## config.mk

```make
export PLATFORM = sky130hd
export DESIGN_NAME = laser_tx_scheduler
export DESIGN_NICKNAME = d
export VERILOG_FILES = /design/src/rtl/laser_drop_pkg.sv /design/src/rtl/ld_flush_timer.sv /design/src/rtl/laser_tx_scheduler.sv
export SDC_FILE = /design/constraint.sdc
export NUM_CORES = 1
export LEC_CHECK = 0
export ABC_AREA = 0
export BUFFER_PORTS_ARGS = -buffer_cell sky130_fd_sc_hd__buf_2
export CORE_MARGIN = 1.5
export CORE_UTILIZATION = 47
export CTS_CLUSTER_DIAMETER = 120
export DETAILED_ROUTE_END_ITERATION = 7
export PLACE_DENSITY = 0.7
export RECOVER_POWER = 25
export REMOVE_ABC_BUFFERS = 1
export SYNTH_ARGS = -nofsm -noshare
export SYNTH_HDL_FRONTEND = slang
export SYNTH_SLANG_ARGS = --single-unit
```

## constraint.sdc

```tcl
create_clock -name clock -period 2.39 [get_ports clock]
set_input_delay 0.478 -clock clock [delete_from_list [all_inputs] [get_ports clock]]
set_output_delay 0.478 -clock clock [all_outputs]
set_load 0.01 [all_outputs]
```

## src/rtl/laser_drop_pkg.sv

```systemverilog
// Shared types and constants for the LaserDrop transmit path.
package laser_drop_pkg;

    typedef enum logic [2:0] {
        IDLE,
        SYNC,
        LEN,
        PAYLOAD,
        CSUM,
        GAP
    } tx_state_t;

    localparam logic [7:0] SYNC_BYTE_DEFAULT = 8'hA5;
    localparam int unsigned QUEUE_DEPTH = 64;

    function automatic logic [7:0] clamp_len(input logic [7:0] size, input logic [7:0] max_len);
        return (size >= max_len) ? max_len : size;
    endfunction

endpackage

```

## src/rtl/ld_flush_timer.sv

```systemverilog
// Saturating idle timer; terminal is high once TIMEOUT-1 is reached and holds until cleared.
module ld_flush_timer #(
    parameter int unsigned TIMEOUT = 64
) (
    input  logic clk,
    input  logic srst,
    input  logic clear,
    input  logic count_en,
    output logic terminal
);

    localparam int W = (TIMEOUT > 1) ? $clog2(TIMEOUT) : 1;
    localparam logic [W-1:0] TERM = W'(TIMEOUT - 1);

    logic [W-1:0] timer_q;
    logic [W-1:0] timer_d;

    always_comb begin
        timer_d = timer_q;
        if (clear) begin
            timer_d = '0;
        end else if (count_en && (timer_q != TERM)) begin
            timer_d = timer_q + 1'b1;
        end
    end

    always_ff @(posedge clk) begin
        if (srst) begin
            timer_q <= '0;
        end else begin
            timer_q <= timer_d;
        end
    end

    assign terminal = (timer_q == TERM);

endmodule

```

## src/rtl/laser_tx_scheduler.sv

```systemverilog
// Drains the LaserDrop byte queue into framed packets: SYNC, LEN, payload, [XOR checksum], gap.
// Optional checksum byte is built only when LASER_TX_CHECKSUM_EN is defined.
import laser_drop_pkg::*;

module laser_tx_scheduler #(
    parameter int unsigned MAX_PAYLOAD   = 16,
    parameter int unsigned FLUSH_TIMEOUT = 64,
    parameter int unsigned GAP_CYCLES    = 4,
    parameter logic [7:0]  SYNC_BYTE     = SYNC_BYTE_DEFAULT
) (
    input  logic        clock,
    input  logic        reset,
    input  logic        enable,
    input  logic [7:0]  q_data,
    input  logic [7:0]  q_size,
    input  logic        q_empty,
    output logic        q_read,
    output logic [7:0]  tx_data,
    output logic        tx_valid,
    input  logic        tx_ready,
    output logic        busy,
    output logic [15:0] pkt_count
);

    localparam logic [7:0] MAX_LEN = 8'(MAX_PAYLOAD);
    localparam int GW = (GAP_CYCLES > 1) ? $clog2(GAP_CYCLES) : 1;
    localparam logic [GW-1:0] GAP_LAST = GW'(GAP_CYCLES - 1);

    tx_state_t       state_q, state_d;
    logic [7:0]      len_q, len_d;
    logic [7:0]      remain_q, remain_d;
    logic [GW-1:0]   gap_q, gap_d;
    logic [15:0]     pkt_count_q, pkt_count_d;
`ifdef LASER_TX_CHECKSUM_EN
    logic [7:0]      csum_q, csum_d;
`endif

    logic flush_tc;
    logic start;

    assign start = (state_q == IDLE) && enable &&
                   ((q_size >= MAX_LEN) || (!q_empty && flush_tc));

    ld_flush_timer #(
        .TIMEOUT (FLUSH_TIMEOUT)
    ) u_flush_timer (
        .clk      (clock),
        .srst     (reset),
        .clear    ((state_q != IDLE) || !enable || q_empty || start),
        .count_en (1'b1),
        .terminal (flush_tc)
    );

    always_comb begin
        state_d     = state_q;
        len_d       = len_q;
        remain_d    = remain_q;
        gap_d       = gap_q;
        pkt_count_d = pkt_count_q;
`ifdef LASER_TX_CHECKSUM_EN
        csum_d      = csum_q;
`endif
        tx_data     = 8'h00;
        tx_valid    = 1'b0;
        q_read      = 1'b0;

        case (state_q)
            IDLE: begin
                if (start) begin
                    // Safe to latch now: this block is the queue's only reader.
                    len_d    = clamp_len(q_size, MAX_LEN);
                    remain_d = clamp_len(q_size, MAX_LEN);
`ifdef LASER_TX_CHECKSUM_EN
                    csum_d   = 8'h00;
`endif
                    state_d  = SYNC;
                end
            end
            SYNC: begin
                tx_data  = SYNC_BYTE;
                tx_valid = 1'b1;
                if (tx_ready) state_d = LEN;
            end
            LEN: begin
                tx_data  = len_q;
                tx_valid = 1'b1;
                if (tx_ready) state_d = PAYLOAD;
            end
            PAYLOAD: begin
                tx_data  = q_data;
                tx_valid = !q_empty;
                q_read   = !q_empty && tx_ready;
                if (q_read) begin
                    remain_d = remain_q - 8'd1;
`ifdef LASER_TX_CHECKSUM_EN
                    csum_d   = csum_q ^ q_data;
                    if (remain_q == 8'd1) state_d = CSUM;
`else
                    if (remain_q == 8'd1) begin
                        state_d     = GAP;
                        gap_d       = '0;
                        pkt_count_d = pkt_count_q + 16'd1;
                    end
`endif
                end
            end
`ifdef LASER_TX_CHECKSUM_EN
            CSUM: begin
                tx_data  = csum_q;
                tx_valid = 1'b1;
                if (tx_ready) begin
                    state_d     = GAP;
                    gap_d       = '0;
                    pkt_count_d = pkt_count_q + 16'd1;
                end
            end
`endif
            GAP: begin
                if (gap_q == GAP_LAST) begin
                    state_d = IDLE;
                end else begin
                    gap_d = gap_q + 1'b1;
                end
            end
            default: state_d = IDLE;
        endcase
    end

    always_ff @(posedge clock) begin
        if (reset) begin
            state_q     <= IDLE;
            len_q       <= 8'h00;
            remain_q    <= 8'h00;
            gap_q       <= '0;
            pkt_count_q <= 16'h0000;
`ifdef LASER_TX_CHECKSUM_EN
            csum_q      <= 8'h00;
`endif
        end else begin
            state_q     <= state_d;
            len_q       <= len_d;
            remain_q    <= remain_d;
            gap_q       <= gap_d;
            pkt_count_q <= pkt_count_d;
`ifdef LASER_TX_CHECKSUM_EN
            csum_q      <= csum_d;
`endif
        end
    end

    assign busy      = (state_q != IDLE);
    assign pkt_count = pkt_count_q;

endmodule

```

==> reports/qor.yml <==
final_layout:
  drive_gt1_share_pct: 13.9
  n_antenna_cell: 0
  multi_input_area_um2: 1330
  seqCellArea_um2: 861
  nets: 358
  postLayoutCoreUtil_pct: 56.1
  num-fill-cells: 472
  area_growth_syn_to_layout_pct: 15.6
yosys:
  synth-main-ff-cell: "dfxtp_1"
  synth.avg_cell_area_um2: 8.04
  synth.cell_area_um2: 2290
  synthDistinctLibCells: 46
  ys_ff_latch: 43
  yosysTopAreaCell: "dfxtp_1"
  synth_top_area_share_pct: 37.6
  synthCells: 285
  ys_seq_area_share_pct: 37.6
  netlist_top_cells_area: "dfxtp_1, nor2_1, xnor2_1, a21oi_1, nand3_1"
  synth_edf_count: 0
  synthArstFlopShare_pct: 0
  ys_warn_count: 0
timing:
  setup_viol: 0
  fin_skew_ns: 0.00822
  report.final.slew_viol_count: 0
  rsz0062_at_grt: "no"
  min_period_ns: 2.15
  slew_headroom_pct: 56.0
  max_freq_mhz: 464
  worst_slack_ns: 0.235
  min_period_over_period_pct: 90.2
  tightest_slew_ns: 0.655
  hold_viol: 0
placed_design:
  port_buffers: 47
  pre_cts_slack_ns: 0.344
  dp_hpwl_mm: 3.94
  gp_congestion: 0.811
worst_hold_path:
  hold_end: "len_q[1]$_SDFFE_PP0P_"
  hold_path_startpoint: "q_size[1]"
  holdPathStages: 3
  min_path_type: "input pin to flip-flop"
setup_path:
  crit_arrival_ns: 1.68
  r2r_cells: 7
  r2r_start: "u_flush_timer.timer_q[0]$_SDFFE_PP0P_"
  cp-start-kind: "flip-flop"
  setup.worst_path.class: "flip-flop to output port"
  reg2reg_to: "state_q[0]$_SDFFE_PP0P_"
  ff2ff_setup_slack_ns: 0.31
  worstPathRequired_ns: 1.91
  cp_max_fo: 16
  critPathCaptureType: "output port"
floorplanning:
  die_w_um: 72.8
  ios: 48
  initial_utilization_pct: 48.5
  rows: 25
  dieArea_um2: 5300
  die_h_um: 72.8
  core_area_um2: 4720
routing:
  drtAntennaViolNets: 0
  vias: 2197
  firstDrtPassIters: 4
  wirelength_mm: 5.33
  drc_errors: 0
  avgRoutedWirePerCell_um: 13.4
  initialDrtViolationCount: 155
  viasPerCell: 5.52
global_route:
  grt_antenna_before_repair: 0
  use_met1_pct: 27.0
  grt_max_degree: 20
  met3_usage_pct: 4.97
  gr-total-overflow: 0
  grt_use_total_pct: 21.1
  busiest_layer: "met2"
  use_met2_pct: 35.7
  grt_pass1_wl_mm: 8.78
  first_global_vias: 1960
cts:
  root_buffer: "clkbuf_8"
  cts_sinks: 43
  insertion_delay_ns: 0.30
  clkTransAtPathRegs_ns: 0.08
  hold_buffers: 0
  clock_path_buffers: 2
  post_cts_buffers: 0
  cts_tree: "done"
  cts_made_buffers: 5
  cts_max_level: 2
  cts_resized: 0
power:
  p_per_area_nw_per_um2: 689
  p_leak_nw: 0.985
  irDropWorstVdd_v: 0.000419
job:
  maxCapViolations: 0
outcome:
  status: "finished clean"
[synth_stat cells (2+ instances only)]
cell type	instances
ha_1	5
o311ai_1	2
nor4_1	3
o31ai_1	4
inv_1	11
nor2b_1	3
dfxtp_1	43
buf_2	5
and4_1	2
nor3b_1	3
xor2_1	2
a21oi_1	20
nand2_1	23
nand3b_1	2
nor4b_1	2
clkbuf_1	7
nand4_1	4
and3_1	6
mux2i_1	7
a31oi_1	8
or3_1	4
nand2b_1	5
o21a_1	2
and3b_1	2
o21ai_0	11
nor3_1	16
xnor2_1	12
a211oi_1	2
or4_1	3
nor2_1	31
nand3_1	19
o21ai_1	2
[cell families (layout without fill, tap and decap cells)]
group                    after synthesis  count (layout)  synth area share, %
buffers and inverters                 24              70                 4.20
multiplexers                           7               7                 3.06
AO/OA/AOI/OAI                         57              57                 15.0
flip-flops                            43              43                 37.6
adder cells (fa/ha/maj)                5               5                 2.73
AND/OR/NAND/NOR                      135             135                 32.1
XOR/XNOR                              14              14                 5.35
[where the power goes]
group,total [mW],switching [mW],internal [mW]
clock network,0.431,0.236,0.195
registers,0.817,0.0645,0.752
logic,0.576,0.351,0.225
[state kept, by name, summed over array words and instances (netlist names)]
signal,cells
pkt_count,16
len_q,8
remain_q,8
u_flush_timer.timer_q,6
state_q,3
gap_q,2
[placed cells by master (no fill, tap or decap), types with 2 or more instances in the layout]
| master | netlist | routed |
|---|---|---|
| nor2b_1 | 3 | 3 |
| nor2_1 | 31 | 31 |
| o311ai_1 | 2 | 2 |
| clkbuf_1 | 7 | 17 |
| a211oi_1 | 2 | 2 |
| xnor2_1 | 12 | 12 |
| nor3_1 | 16 | 17 |
| o21ai_1 | 2 | 2 |
| buf_2 | 5 | 31 |
| a31oi_1 | 8 | 8 |
| ha_1 | 5 | 5 |
| o31ai_1 | 4 | 4 |
| or4_1 | 3 | 3 |
| inv_1 | 11 | 11 |
| xor2_1 | 2 | 2 |
| buf_4 | 0 | 6 |
| o21ai_0 | 11 | 11 |
| nand3b_1 | 2 | 2 |
| nor4_1 | 3 | 3 |
| a21oi_1 | 20 | 20 |
| nand2b_1 | 5 | 5 |
| nand3_1 | 19 | 19 |
| and4_1 | 2 | 2 |
| nor4b_1 | 2 | 2 |
| o21a_1 | 2 | 2 |
| and3b_1 | 2 | 2 |
| nand2_1 | 23 | 23 |
| dfxtp_1 | 43 | 43 |
| nor3b_1 | 3 | 3 |
| clkbuf_8 | 0 | 5 |
| and3_1 | 6 | 6 |
| mux2i_1 | 7 | 7 |
| nand4_1 | 4 | 4 |
| or3_1 | 4 | 4 |
[per-layer routing]
metal / vias up / routed length, µm
met5: - / 0
li1: 1117 / -
met4: 0 / 51
met1: 1031 / 2550
met3: 6 / 181
met2: 43 / 2550
[critical path: stages (launching register included)]
cell and delay [ns]:
dfxtp_1 0.46, nor3_1 0.62, inv_1 0.12, buf_2 0.17
[how the worst max path moves through the flow]
| stage | start | to | slack (ns) | cells past startpoint |
|---|---|---|---|---|
| floorplan | q_size[6] | remain_q[6]$_SDFFE_PP0P_ | -0.20 | 5 |
| global placement | remain_q[1]$_SDFFE_PP0P_ | state_q[0]$_SDFFE_PP0P_ | 0.40 | 7 |
| detailed placement | u_flush_timer.timer_q[0]$_SDFFE_PP0P_ | state_q[0]$_SDFFE_PP0P_ | 0.34 | 7 |
| CTS | state_q[1]$_SDFFE_PP0P_ | tx_data[5] | 0.26 | 4 |
| global route | state_q[2]$_SDFFE_PP0P_ | busy | 0.13 | 3 |
| finish | state_q[2]$_SDFFE_PP0P_ | busy | 0.24 | 3 |
[final cells by class]
class                   instances  area share, %
repair buffers                 53           9.83
flip-flops and latches         43           32.5
inverters                      11           1.56
multi-input cells             218           50.2
clock buffers                   6           2.74
well taps                      67           3.16
[per-stage QoR]
step                      setup TNS (ns)  hold WS (ns)  area, µm²  instances  power, mW
after global placement                 0         0.444       2600        392       1.39
after CTS                              0         0.440       2670        398       1.83
final                                  0         0.441       2650        398       1.82
after detailed placement               0         0.450       2600        392       1.41
after global routing                   0         0.443       2650        398       1.94
after floorplan                    -1.15         0.430       2240        272       1.20
No activity file was read; power rests on OpenSTA's default activity.
